--- config.mk ---
export PLATFORM = sky130hd
export DESIGN_NAME = w21_col_reader
export DESIGN_NICKNAME = d
export VERILOG_FILES = /design/src/rtl/w21_col_reader.sv
export SDC_FILE = /design/constraint.sdc
export NUM_CORES = 1
export LEC_CHECK = 0
export ABC_CLOCK_PERIOD_IN_PS = 3500
export CELL_PAD_IN_SITES_DETAIL_PLACEMENT = 0
export CELL_PAD_IN_SITES_GLOBAL_PLACEMENT = 1
export CORE_MARGIN = 2
export CORE_UTILIZATION = 30
export CTS_BUF_LIST = sky130_fd_sc_hd__clkbuf_4
export CTS_CLUSTER_SIZE = 25
export DETAILED_ROUTE_END_ITERATION = 6
export GPL_TIMING_DRIVEN = 1
export PLACE_DENSITY = 0.65
export SYNTH_ARGS = -nofsm -noshare
export SYNTH_HDL_FRONTEND = slang
export SYNTH_SLANG_ARGS = --single-unit
--- constraint.sdc ---
create_clock -name clk -period 3.5 [get_ports clk]
set_input_delay 1.05 -clock clk [delete_from_list [all_inputs] [get_ports clk]]
set_output_delay 1.05 -clock clk [all_outputs]
set_load 0.02 [all_outputs]
--- src/rtl/w21_col_reader.sv ---
// Sequential reader / MAC engine for the W21 first-column weight ROM.
// Walks addresses 0..DEPTH-1 once per pass and accumulates x_in * w_in into one signed result.
module w21_col_reader #(
  parameter int DEPTH  = 300,
  parameter int ADRS_W = 9,
  parameter int W_W    = 21,
  parameter int X_W    = 16,
  parameter int ACC_W  = 46
) (
  input  logic              clk,
  input  logic              rst,
  input  logic              start,
  input  logic [X_W-1:0]    x_in,
  input  logic              x_valid,
  output logic              x_ready,
  output logic [ADRS_W-1:0] adrs_clm,
  input  logic [W_W-1:0]    w_in,
  output logic [ACC_W-1:0]  result,
  output logic              out_valid,
  input  logic              out_ready,
  output logic              busy
);

  localparam int P_W = X_W + W_W;

  typedef enum logic [1:0] {
    IDLE = 2'd0,
    RUN  = 2'd1,
    DONE = 2'd2
  } state_t;

  state_t                  state, state_n;
  logic                    accept;
  logic                    last_beat;
  logic signed [P_W-1:0]   prod;
  logic        [ACC_W-1:0] acc;
  logic        [ACC_W-1:0] acc_sum;

  // Both operands are two's complement; the full-width product is then sign-extended.
  assign prod      = $signed(x_in) * $signed(w_in);
  assign acc_sum   = acc + {{(ACC_W-P_W){prod[P_W-1]}}, prod};
  assign last_beat = (adrs_clm == ADRS_W'(DEPTH-1));
  assign accept    = x_valid && (state == RUN);

  // NOTE: every output of a combinational block gets a default first, so no path can infer a latch.
  always_comb begin
    state_n   = state;
    x_ready   = 1'b0;
    out_valid = 1'b0;
    busy      = 1'b0;
    case (state)
      IDLE: if (start) state_n = RUN;
      RUN: begin
        x_ready = 1'b1;
        busy    = 1'b1;
        if (accept && last_beat) state_n = DONE;
      end
      DONE: begin
        out_valid = 1'b1;
        busy      = 1'b1;
        if (out_ready) state_n = IDLE;
      end
      default: state_n = IDLE;
    endcase
  end

  // NOTE: sequential state uses non-blocking assignments so all registers update from pre-edge values.
  always_ff @(posedge clk or posedge rst) begin
    if (rst) state <= IDLE;
    else     state <= state_n;
  end

  always_ff @(posedge clk or posedge rst) begin
    if (rst) begin
      acc      <= '0;
      adrs_clm <= '0;
      result   <= '0;
    end else begin
      if (state == IDLE && start) begin
        acc      <= '0;
        adrs_clm <= '0;
      end else if (accept) begin
        acc <= acc_sum;
        if (last_beat) begin
          // Address returns to 0 so the ROM never sees the unpopulated range.
          result   <= acc_sum;
          adrs_clm <= '0;
        end else begin
          adrs_clm <= adrs_clm + 1'b1;
        end
      end
    end
  end

endmodule

## Yosys cells after proc, flatten, opt, wreduce, memory -nomap -nowiden

Index checks and enable logic that the tools add are counted.
Widths: inputs -> output; s select.

- Bitwise gates (word level): 1
- Multipliers: 1
- Equality and inequality tests: 6
- Reductions and logical operators: 8
- Mux-type cells: 12
- Add/subtract/negate cells: 2

Operators with widths:

| operator | count |
|---|---|
| $mux 46 | 2 |
| $add 46x46->46 | 1 |
| $mul 16x21->37 | 1 |
| $mux 9 | 3 |
| $add 9x1->9 const B | 1 |
| $eq 9x9->1 const B | 1 |
| $mux 2 | 3 |
| $pmux 2 s3 | 1 |
| $reduce_and 3->1 | 2 |
| $ne 2x2->1 const B | 2 |
| $logic_and 1x1->1 | 3 |
| $mux 1 | 3 |
| $eq 2x1->1 const B | 1 |
| $eq 2x2->1 const B | 1 |
| $logic_not 2->1 | 1 |
| $ne 2x1->1 const B | 1 |
| $reduce_bool 2->1 | 1 |
| $reduce_or 2->1 | 1 |
| $not 1->1 | 1 |

- Register bits after elaboration: 103
- Input port bits: 42

## Logic depth before layout (Yosys ltp)

- Depth after elaboration: 5
- Depth in mapped cells: 35

## Worst setup path after synthesis

Ideal clock, no wire load.

- Path type: input -> register
- From: input port x_in[1]
- To: register result[45]
- Stages: 32
- Library setup time: 72 ps
- Data arrival time: 8,792 ps
- Slack: -5,363 ps
- Buffers on the path: 2
- Cells stage by stage: clkbuf_1 nand2_1 fa_1 fa_1 fa_1 inv_1 fa_1 fa_1 inv_1 fa_1 inv_1 ha_1 a21o_1 a21o_1 a221o_1 a21oi_1 nor3_1 o22a_1 a2111oi_1 nor2_1 xor2_1 ha_1 clkbuf_1 nand2_1 o21bai_1 a21boi_0 o21ai_0 o21ai_0 a211oi_1 a211oi_1 or4_1 nand3_1

- Longest elaborated chain between the ends: 2

RTL lines:

| element | RTL line | RTL |
|---|---|---|
| start: declaration | 13 | `input logic [X_W-1:0] x_in,` |
| $mul 16x21->37 | 40 | `assign prod = $signed(x_in) * $signed(w_in);` |
| $add 46x46->46 | 41 | `assign acc_sum = acc + {{(ACC_W-P_W){prod[P_W-1]}}, prod};` |
| end signal: assignment | 86 | `result <= acc_sum;` |
| end: declaration | 18 | `output logic [ACC_W-1:0] result,` |

No other way between the ends.
A chain may end at the register's enable or synchronous reset.

## Worst setup path in the final report

- From: input port x_in[4]
- To: register result[40]

Same word-level chain as after synthesis.

==> flow_metrics.tcl <==
set metrics [dict create \
    synth_area_mm2 0.0188 \
    seq_area_mm2 0.00258 \
    hold_class "flip-flop to flip-flop" \
    crit_path_max_incr_delay_ns 0.56 \
    required_ns 3.95 \
    nets 3148 \
    core_mm2 0.0618 \
    holdBufCountCts 0 \
    yosysSeqAreaShare_pct 13.7 \
    synth_cell_types 59 \
    grt_pass1_wl_um 95800 \
    finalCritPeriodShare_pct 235 \
    nFillCells 5792 \
    drt_pass1_iterations 5 \
    hpwl_um 43600 \
    cp.depth 31 \
    tightest_slew_ns 0.565 \
    track_usage_pct 18.6 \
    cts_buffers 9 \
    grt_pass1_vias 18000 \
    cts.root.buffer_cell "clkbuf_4" \
    wire_per_inst_um 16.7 \
    syn_to_final_growth_pct 48.7 \
    start_kind "input port" \
    reg2reg_to "result[32]$_DFFE_PP0P_" \
    placed_cells 3336 \
    antenna_found_initial 1 \
    yosysWarnings 0 \
    async_flop_share_pct 100 \
    synthFlopType "dfrtp_1" \
    layout_min_cycle_time_ns 8.22 \
    startpoint "x_in[4]" \
    synth_nets 2632 \
    die_w_um 254 \
    maxSlewHeadroom_pct 62.3 \
    syn_area_per_cell_um2 8.88 \
    drive_above_1_share_pct 37.5 \
    synth_edf_count 0 \
    fmax_mhz 122 \
    grt_setup_unrepaired "yes" \
    r2r_start "acc[0]$_DFFE_PP0P_" \
    clk_latency_ns 0.55 \
    finalWirelength_um 57900 \
    rows 91 \
    worst-setup-path-type "input port to flip-flop" \
    htreeDepth 3 \
    portBuffers 99 \
    ys_ff_latch 103 \
    synthCells 2113 \
    drt_iter0_drc 722 \
    overflow 0 \
    clkTransAtPathRegs_ns 0.18 \
    cts_tree "done" \
    crit_family "adder cells" \
    arrival_ns 8.67 \
    cts_max_path_buffers 2 \
    viasPerCell 4.65 \
    cp_slowest_cell "fa_1" \
    grt_max_degree 60 \
    cp-end-kind "flip-flop" \
    dieArea_mm2 0.0646 \
    r2r_cells 12 \
    num_io_pins 100 \
    drtAntennaViolNets 0 \
    pre_cts_ws_ns -5.94 \
    stdcell_count 3472 \
    critPathMaxFanout 4 \
    multi_input_area_mm2 0.0170 \
    cap_violations 0 \
    crit_buf_inv 4 \
    violations "negative setup slack" \
    gp_congestion 0.889 \
    drc 0 \
    cts_sinks 103 \
    die_h_um 254 \
    fin_ws_ns -4.72 \
    initial_core_util_pct 30.4 \
    hold_violations 0 \
    vias 16200 \
    hold_slack_ns 0.500 \
    finalSetupViolations 86 \
    r2r_slack_ns 0.39 \
    endpoint "result[40]$_DFFE_PP0P_" \
    slew_viol_final 0 \
    skew_ns 0.0285 \
    status "finished with violations" \
]
## worst register-to-register path: stages, from the launching register on
cell and delay, ns:
dfrtp_1 0.41, ha_1 0.23, fa_1 0.41, a211oi_1 0.25
o21a_1 0.24, a211o_4 0.22, a21oi_2 0.08, o31a_1 0.28
o41ai_2 0.22, buf_4 0.20, o21ai_4 0.06, xor2_2 0.19
mux2_4 0.26
## final cells by class
type                    instances  area share, %
flip-flops and latches        103           9.23
repair buffers                589           20.0
well taps                     837           3.75
diodes                          1        0.00897
inverters                     406           5.48
clock inverters                 7          0.368
clock buffers                   9          0.242
multi-input cells            1520           60.9
## cells in the final DEF, fill, tap and decap left out, types with 39 or more instances in the layout
| cell type | Yosys | final |
|---|---|---|
| ha_1 | 144 | 89 |
| nand2_1 | 346 | 300 |
| inv_2 | 0 | 58 |
| dfrtp_1 | 103 | 103 |
| and2_1 | 136 | 102 |
| ha_4 | 0 | 49 |
| buf_4 | 0 | 355 |
| nor2_1 | 65 | 44 |
| buf_6 | 0 | 98 |
| clkdlybuf4s50_1 | 0 | 63 |
| fa_1 | 333 | 299 |
| inv_1 | 405 | 346 |
| a22o_1 | 39 | 39 |
| a21oi_2 | 0 | 40 |
## flip-flops by register name, summed over array words and instances (netlist names)
signal,flops
acc,46
result,46
adrs_clm,9
state,2
## routing by layer
layer / up-vias / global-route usage, % / routed length (um)
met2: 287 / 32.0 / 28800
met4: 0 / 4.77 / 1460
met1: 8192 / 25.0 / 25800
li1: 7606 / - / -
met5: - / 0 / 0
met3: 77 / 1.85 / 1880
## worst min-delay path by stage
stage                           start                      to  slack [ns]  cells past startpoint
2_1_floorplan     acc[17]$_DFFE_PP0P_     acc[17]$_DFFE_PP0P_        0.45                      2
3_3_place_gp   result[36]$_DFFE_PP0P_  result[36]$_DFFE_PP0P_        0.47                      2
3_5_place_dp   result[30]$_DFFE_PP0P_  result[30]$_DFFE_PP0P_        0.46                      2
4_1_cts        result[16]$_DFFE_PP0P_  result[16]$_DFFE_PP0P_        0.50                      2
5_1_grt         result[3]$_DFFE_PP0P_   result[3]$_DFFE_PP0P_        0.53                      2
6_report       result[16]$_DFFE_PP0P_  result[16]$_DFFE_PP0P_        0.50                      2
## repair_timing
item,in CTS,in global routing
gates resized for setup,497,218
gates cloned,8,1
setup buffers,106,30
setup endpoints to repair,86,86
pin swaps,250,181
## cells by family after synthesis
kind of cell	Yosys count	synth area share, %
multiplexers	9	0.540
XOR/XNOR	82	3.83
AO/OA/AOI/OAI	316	11.4
flip-flops	103	13.7
adder cells (fa/ha/maj)	477	45.1
AND/OR/NAND/NOR	636	15.6
buffers and inverters	490	9.80
## Yosys cell counts (all sizes together) (2+ instances only)
master,count,area share [%]
inv,405,8.1
or2,3,0.10
a211o,2,0.093
nand4,13,0.43
and3,9,0.30
nor2b,7,0.23
a21boi,4,0.16
a22o,39,1.8
dfrtp,103,14
a31oi,7,0.23
o21a,11,0.44
o31ai,8,0.32
and4,3,0.14
a21o,35,1.4
o21bai,15,0.60
o221ai,3,0.14
or4,3,0.12
a221oi,2,0.093
or3,2,0.067
nor3,12,0.32
nand2b,12,0.40
nor2,65,1.3
a2111oi,4,0.29
o211a,4,0.21
o311a,2,0.11
a221o,3,0.16
clkbuf,82,1.6
o21ai,65,1.8
and2,136,4.5
xor2,25,1.2
nor4,2,0.10
a22oi,2,0.080
o22a,2,0.093
ha,144,9.6
mux2,9,0.54
xnor2,57,2.7
fa,333,36
o211ai,8,0.32
buf,2,0.040
a21oi,77,2.1
a211oi,16,0.67
nand2,346,6.9
nand3,21,0.56
## stage by stage
stage / setup TNS (ns) / area, um^2 / utilization [%]
detailed placement: -399.12 / 24100 / 39.0
floorplan: -295.10 / 19500 / -
global route: -329.49 / 27900 / 45.1
global placement: -397.07 / 24100 / 39.0
CTS: -306.24 / 26900 / 43.5
finish: -310.86 / 27900 / 45.1
Power is left out: the tool's default activity adds up to more than one toggle a clock period on the data nets, which glitch-free logic cannot reach.
